$ cat src/rtl/zdos_pkg.sv
// zdos_pkg: shared definitions for the TR-DOS entry/exit trap.
//   state_e        FSM encoding (IDLE / DECIDE / HOLD)
//   TRAP_PAGE_DEF  default high address byte that arms DOS turn-on
//   RAM_BOUND_DEF  default za[15:14] threshold for a RAM fetch
//   NMI_VECTOR     Z80 NMI entry address
package zdos_pkg;

    typedef enum logic [1:0] {
        StIdle   = 2'd0,
        StDecide = 2'd1,
        StHold   = 2'd2
    } state_e;

    localparam logic [7:0]  TRAP_PAGE_DEF = 8'h3D;
    localparam logic [1:0]  RAM_BOUND_DEF = 2'b01;
    localparam logic [15:0] NMI_VECTOR    = 16'h0066;

endpackage

$ cat src/rtl/zdos_trap_if.sv
// zdos_trap_if: Z80 bus sampling inputs and DOS-controller request outputs of zdos_trap.
//   master modport: bus/controller side (drives Z80 signals, receives pulses)
//   slave modport : zdos_trap side
//   Signals: zpos, za[15:0], m1_n, mreq_n, rfsh_n, basic48, dos, cpm_n, nmi_pend (to trap);
//            dos_turn_on, dos_turn_off, m1_fetch (from trap).
interface zdos_trap_if;
    logic        zpos;
    logic [15:0] za;
    logic        m1_n;
    logic        mreq_n;
    logic        rfsh_n;
    logic        basic48;
    logic        dos;
    logic        cpm_n;
    logic        nmi_pend;
    logic        dos_turn_on;
    logic        dos_turn_off;
    logic        m1_fetch;

    modport master (
        output zpos, za, m1_n, mreq_n, rfsh_n, basic48, dos, cpm_n, nmi_pend,
        input  dos_turn_on, dos_turn_off, m1_fetch
    );

    modport slave (
        input  zpos, za, m1_n, mreq_n, rfsh_n, basic48, dos, cpm_n, nmi_pend,
        output dos_turn_on, dos_turn_off, m1_fetch
    );
endinterface

$ cat src/rtl/zdos_trap_decode.sv
// zdos_trap_decode: combinational decision for one latched opcode fetch.
//   addr_i, basic48_i, dos_i, cpm_n_i, nmi_pend_i : snapshot taken at the qualifying zpos
//   turn_on_o / turn_off_o                        : DOS on / off request (never both)
// Optional feature: ZDOS_NMI_TRAP_EN enables NMI-vector entry into DOS.
module zdos_trap_decode
    import zdos_pkg::*;
#(
    parameter logic [7:0] TrapPage = TRAP_PAGE_DEF,
    parameter logic [1:0] RamBound = RAM_BOUND_DEF
) (
    input  logic [15:0] addr_i,
    input  logic        basic48_i,
    input  logic        dos_i,
    input  logic        cpm_n_i,
    input  logic        nmi_pend_i,
    output logic        turn_on_o,
    output logic        turn_off_o
);

    logic rom_trap;
    logic nmi_trap;

    assign rom_trap = basic48_i & (addr_i[15:8] == TrapPage);

`ifdef ZDOS_NMI_TRAP_EN
    // Magic/NMI entry: DOS ROM is forced in regardless of which ROM page is mapped.
    assign nmi_trap = nmi_pend_i & (addr_i == NMI_VECTOR);
`else
    logic unused_nmi;
    assign unused_nmi = ^{nmi_pend_i, addr_i[7:0]};
    assign nmi_trap   = 1'b0;
`endif

    // dos selects which condition may fire, so the two outputs are exclusive.
    assign turn_on_o  = cpm_n_i & ~dos_i & (rom_trap | nmi_trap);
    assign turn_off_o = cpm_n_i & dos_i & (addr_i[15:14] >= RamBound);

endmodule

$ cat src/rtl/zdos_trap.sv
// zdos_trap: watches Z80 M1 opcode fetches and emits one-fclk dos_turn_on / dos_turn_off
// requests; one decision per M1 cycle.
//   fclk  : system clock
//   rst_n : synchronous active-low reset
//   bus   : zdos_trap_if.slave (Z80 sampling inputs, pulse outputs)
// Optional feature: ZDOS_NMI_TRAP_EN (see zdos_trap_decode).
module zdos_trap
    import zdos_pkg::*;
#(
    parameter logic [7:0] TrapPage = TRAP_PAGE_DEF,
    parameter logic [1:0] RamBound = RAM_BOUND_DEF
) (
    input  logic        fclk,
    input  logic        rst_n,
    zdos_trap_if.slave  bus
);

    state_e      state_q;
    logic [15:0] addr_q;
    logic        basic48_q;
    logic        dos_q;
    logic        cpm_n_q;
    logic        nmi_pend_q;
    logic        on_q;
    logic        off_q;
    logic        fetch_q;

    logic        fetch_qual;
    logic        dec_on;
    logic        dec_off;

    // Opcode fetch: M1 with MREQ outside refresh; interrupt acknowledge has MREQ high.
    assign fetch_qual = bus.zpos & ~bus.m1_n & ~bus.mreq_n & bus.rfsh_n;

    zdos_trap_decode #(
        .TrapPage (TrapPage),
        .RamBound (RamBound)
    ) u_decode (
        .addr_i     (addr_q),
        .basic48_i  (basic48_q),
        .dos_i      (dos_q),
        .cpm_n_i    (cpm_n_q),
        .nmi_pend_i (nmi_pend_q),
        .turn_on_o  (dec_on),
        .turn_off_o (dec_off)
    );

    always_ff @(posedge fclk) begin
        if (!rst_n) begin
            state_q    <= StIdle;
            addr_q     <= '0;
            basic48_q  <= 1'b0;
            dos_q      <= 1'b0;
            cpm_n_q    <= 1'b1;
            nmi_pend_q <= 1'b0;
            on_q       <= 1'b0;
            off_q      <= 1'b0;
            fetch_q    <= 1'b0;
        end else begin
            on_q    <= 1'b0;
            off_q   <= 1'b0;
            fetch_q <= 1'b0;
            case (state_q)
                StIdle: begin
                    if (fetch_qual) begin
                        addr_q     <= bus.za;
                        basic48_q  <= bus.basic48;
                        dos_q      <= bus.dos;
                        cpm_n_q    <= bus.cpm_n;
                        nmi_pend_q <= bus.nmi_pend;
                        state_q    <= StDecide;
                    end
                end
                StDecide: begin
                    on_q    <= dec_on;
                    off_q   <= dec_off;
                    fetch_q <= 1'b1;
                    state_q <= StHold;
                end
                StHold: begin
                    // Only a zpos with M1 released ends the cycle; no re-decision before.
                    if (bus.zpos && bus.m1_n) begin
                        state_q <= StIdle;
                    end
                end
                default: state_q <= StIdle;
            endcase
        end
    end

    assign bus.dos_turn_on  = on_q;
    assign bus.dos_turn_off = off_q;
    assign bus.m1_fetch     = fetch_q;

endmodule

$ cat src/flat_wrapper.sv
// flat-port wrapper written by rule: the top's interface ports become plain ports
module zdos_trap_flat import zdos_pkg::*;
#(
    parameter logic [7:0] TrapPage = TRAP_PAGE_DEF,
    parameter logic [1:0] RamBound = RAM_BOUND_DEF
)
  (fclk, rst_n, bus_zpos, bus_za, bus_m1_n, bus_mreq_n, bus_rfsh_n, bus_basic48, bus_dos, bus_cpm_n, bus_nmi_pend, bus_dos_turn_on, bus_dos_turn_off, bus_m1_fetch);
  zdos_trap_if bus_i ();
  input  logic fclk;
  input  logic rst_n;
  input wire logic [$bits(bus_i.zpos)-1:0] bus_zpos;
  input wire logic [$bits(bus_i.za)-1:0] bus_za;
  input wire logic [$bits(bus_i.m1_n)-1:0] bus_m1_n;
  input wire logic [$bits(bus_i.mreq_n)-1:0] bus_mreq_n;
  input wire logic [$bits(bus_i.rfsh_n)-1:0] bus_rfsh_n;
  input wire logic [$bits(bus_i.basic48)-1:0] bus_basic48;
  input wire logic [$bits(bus_i.dos)-1:0] bus_dos;
  input wire logic [$bits(bus_i.cpm_n)-1:0] bus_cpm_n;
  input wire logic [$bits(bus_i.nmi_pend)-1:0] bus_nmi_pend;
  output wire logic [$bits(bus_i.dos_turn_on)-1:0] bus_dos_turn_on;
  output wire logic [$bits(bus_i.dos_turn_off)-1:0] bus_dos_turn_off;
  output wire logic [$bits(bus_i.m1_fetch)-1:0] bus_m1_fetch;
  assign bus_i.zpos = bus_zpos;
  assign bus_i.za = bus_za;
  assign bus_i.m1_n = bus_m1_n;
  assign bus_i.mreq_n = bus_mreq_n;
  assign bus_i.rfsh_n = bus_rfsh_n;
  assign bus_i.basic48 = bus_basic48;
  assign bus_i.dos = bus_dos;
  assign bus_i.cpm_n = bus_cpm_n;
  assign bus_i.nmi_pend = bus_nmi_pend;
  assign bus_dos_turn_on = bus_i.dos_turn_on;
  assign bus_dos_turn_off = bus_i.dos_turn_off;
  assign bus_m1_fetch = bus_i.m1_fetch;
  zdos_trap #(.TrapPage(TrapPage), .RamBound(RamBound)) u_core (.fclk(fclk), .rst_n(rst_n), .bus(bus_i));
endmodule
$ cat config.mk
export PLATFORM = sky130hd
export DESIGN_NAME = zdos_trap_flat
export DESIGN_NICKNAME = d
export VERILOG_FILES = /design/src/rtl/zdos_pkg.sv /design/src/rtl/zdos_trap_if.sv /design/src/rtl/zdos_trap_decode.sv /design/src/rtl/zdos_trap.sv /design/src/flat_wrapper.sv
export SDC_FILE = /design/constraint.sdc
export NUM_CORES = 1
export LEC_CHECK = 0
export ABC_AREA = 1
export BUFFER_PORTS_ARGS = -buffer_cell sky130_fd_sc_hd__buf_2
export CORE_MARGIN = 4
export CORE_UTILIZATION = 47
export DETAILED_ROUTE_END_ITERATION = 16
export PLACE_DENSITY = 0.84
export SLEW_MARGIN = 20
export SYNTH_ARGS = -nofsm -noshare
export SYNTH_HDL_FRONTEND = slang
export SYNTH_SLANG_ARGS = --single-unit
$ cat constraint.sdc
create_clock -name fclk -period 1.68 [get_ports fclk]
set_clock_uncertainty 0.1 [all_clocks]
set_input_delay 0.084 -clock fclk [delete_from_list [all_inputs] [get_ports fclk]]
set_output_delay 0.084 -clock fclk [all_outputs]
set_load 0.03 [all_outputs]
==> impl_metrics.csv <==
group,metric,value,unit
floorplan,dieArea,2050,sq um
global_route,grt_use_total,0.154,
drt,dr_total_vias,631,
cts,cts_hold_buffers,12,
final_layout,layout.cells.non_filler,142,
sta,tightest_slew,0.392,ns
cts,clk_pin_slew_worst_paths,0.09,ns
sta,fin_crit_sh,0.809,
yosys,syn_nets,121,
drt,drc_errors,0,
yosys,ys_types,14,
final_layout,syn2layout_area_growth,38.2,%
pwr,vdd_drop_max,0.587,mV
final_layout,finalNetCount,154,
global_route,grt_pass1_wl,2280,um
place,portBuffers,19,
cts,cts_setup_buffers,0,
pwr,p_per_area,803,nW/um^2
yosys,synth-async-reset-ratio,0,
drt,finalWirelength,1320,um
pwr,p_int,0.564,mW
worst_hold_path,min_path_type,"input port to register",
yosys,syn_inst,95,
drt,routedWlPerCell,9.27,um
drt,firstDrtPassIters,4,
floorplan,fp.dieW,45.2,um
drt,detail_route.vias_per_cell,4.44,
setup_path,worstPathArrival,1.44,ns
setup_path,crit_top_cell,"nor2_1",
sta,timing.fmax,736,MHz
setup_path,cpPeakStageDelay,0.53,ns
global_route,grt_pass1_vias,577,
final_layout,drive_above_1_share,0.197,
sta,rsz0062_at_grt,"no",
setup_path,required,1.76,ns
cts,cts-resized-gates,0,
sta,slew-limit-headroom,0.738,
yosys,ys_warn_count,0,
run_status,status,"finished clean",
final_layout,nFillCells,116,
final_layout,register_area,320,sq um
sta,hold_violations,0,
final_layout,insertedDiodeCount,0,
yosys,synth_area_per_cell,6.86,sq um
final_layout,final_area,901,sq um
yosys,synth-seq-cells,16,
floorplan,ioPinCount,29,
cts,clock_path_buffers,2,
setup_path,crit_fanout,22,
place,dpl_cell_area,744,sq um
pwr,p_leak,0.489,nW
cts,cts_tree,"yes",
cts,clock_latency,0.28,ns
global_route,grt_max_degree,23,
cts,cts_max_level,1,
yosys,ys_top_cells_by_area,"dfxtp_1 (49%), nand2_1 (14%), nor2_1 (14%), inv_1 (8.6%), nand3_1 (2.3%)",
setup_path,cp-end-kind,"register",
yosys,synth_area,652,sq um
yosys,yosysTopAreaCell,"dfxtp_1",
pwr,switching_share,0.220,
final_layout,multiInputGateArea,254,sq um
setup_path,startpoint_type,"input port",
drt,drt_iter0_markers,9,
final_layout,fin_util,0.692,
sta,setup_violations,0,
sta,slew_violations,0,
cts,cts_inserted_buffers,3,
pwr,combPwrFrac,0.107,
yosys,yosysSeqAreaShare,0.491,
setup_path,worstPathCellList,"dlygate4sd3_1 -> buf_2 -> nand2_1 -> inv_1 -> nand3_2 -> nor2_1 -> nor2_1",
floorplan,rows,13,
yosys,synth-main-ff-cell,"dfxtp_1",
yosys,yosys-top-cells-count,"nand2_1 (25), nor2_1 (25), dfxtp_1 (16)",
yosys,synth-edff-count,0,
drt,ant_nets,0,
setup_path,crit_type,"input port to register",
cts,ctsRootBufferMaster,"clkbuf_4",
global_route,antenna_found_initial,0,
setup_path,cpMaxStageDelayCell,"dlygate4sd3_1",
pwr,p_sw,0.159,mW
job,max_cap_viol_count,0,
place,gp_congestion,0.692,
global_route,gr-total-overflow,0,
sta,setup_tns,0,ns
floorplan,start_util,0.501,
pwr,p_seq_frac,0.545,
sta,fin_crit,1.36,ns
cts,cts_sinks,16,
pwr,p_clk_frac,0.348,
yosys,synth_top_cell_area_share,0.491,
place,dpl.hpwl,861,um
place,place_inst,126,
floorplan,core,1300,sq um
floorplan,die_y,45.2,um
==> worst max-delay path, delay by kind of cell <==
kind                   cells  cell delay (ns)
buffers and inverters      3             0.72
and+or+nand+nor            4             0.63
==> metal layers <==
| metal | global-route usage | routed length (um) | vias up |
|---|---|---|---|
| li1 | - | - | 344 |
| met1 | 0.190 | 594 | 274 |
| met5 | 0 | 0 | - |
| met2 | 0.251 | 652 | 11 |
| met4 | 0.0877 | 10 | 0 |
| met3 | 0.0239 | 58 | 2 |
==> metrics by stage <==
step	worst slack [ns]	hold slack, ns	power [mW]
finish	0.321	0.00914	0.723
global route	0.196	0.0196	0.762
CTS	0.354	0.000556	0.731
detailed placement	0.396	0.212	0.458
global placement	0.419	0.205	0.456
floorplan	0.627	0.104	0.435
==> layout make-up <==
class,count,share of cell area
Clock buffer,4,0.0403
Inverter,15,0.0625
Multi-Input combinational cell,61,0.282
Sequential cell,16,0.356
Tap cell,15,0.0208
Timing Repair Buffer,31,0.239
==> kinds of logic after synthesis <==
family                 count (synthesis)  synth area share
buffers and inverters                 18             0.119
AO/OA/AOI/OAI                          1           0.00767
flip-flops                            16             0.491
AND/OR/NAND/NOR                       60             0.382
==> flip-flops by register name, summed over array words and instances (netlist names) <==
name / flops
u_core.bus.dos_turn_off: 1
u_core.cpm_n_q: 1
u_core.dos_q: 1
u_core.bus.m1_fetch: 1
u_core.addr_q: 8
u_core.bus.dos_turn_on: 1
u_core.state_q: 2
u_core.basic48_q: 1
==> cell usage in the layout, fill, tap and decap left out <==
| master | count |
|---|---|
| inv_1 | 15 |
| nor3_1 | 2 |
| nand2_1 | 25 |
| nand3_1 | 3 |
| nand4_1 | 1 |
| o21ai_0 | 1 |
| nor2_2 | 1 |
| dfxtp_1 | 16 |
| buf_2 | 19 |
| clkbuf_4 | 3 |
| clkbuf_8 | 1 |
| nand3b_1 | 1 |
| dlygate4sd3_1 | 12 |
| nand3_2 | 1 |
| nor2_1 | 25 |
| nor4_1 | 1 |
==> power by group through the flow <==
stage	sequential [mW]	combinational [mW]	clock (mW)
floorplan	0.402	0.0324	0
global placement	0.402	0.0536	0
detailed placement	0.403	0.0551	0
finish	0.394	0.0776	0.252
global route	0.395	0.0887	0.278
CTS	0.394	0.0770	0.260
==> path summary, 6_finish.rpt <==
path / from / endpoint / slack, ns / depth (start not counted)
hold / removal: rst_n / u_core.cpm_n_q / 0.009 / 2
setup / recovery: bus_zpos / u_core.addr_q[15] / 0.32 / 7
hold reg to reg: u_core.dos_q / u_core.bus.dos_turn_off / 0.37 / 2
setup reg to reg: u_core.state_q[0] / u_core.addr_q[15] / 0.38 / 4
Note: power is estimated with default switching activity, not from simulation.
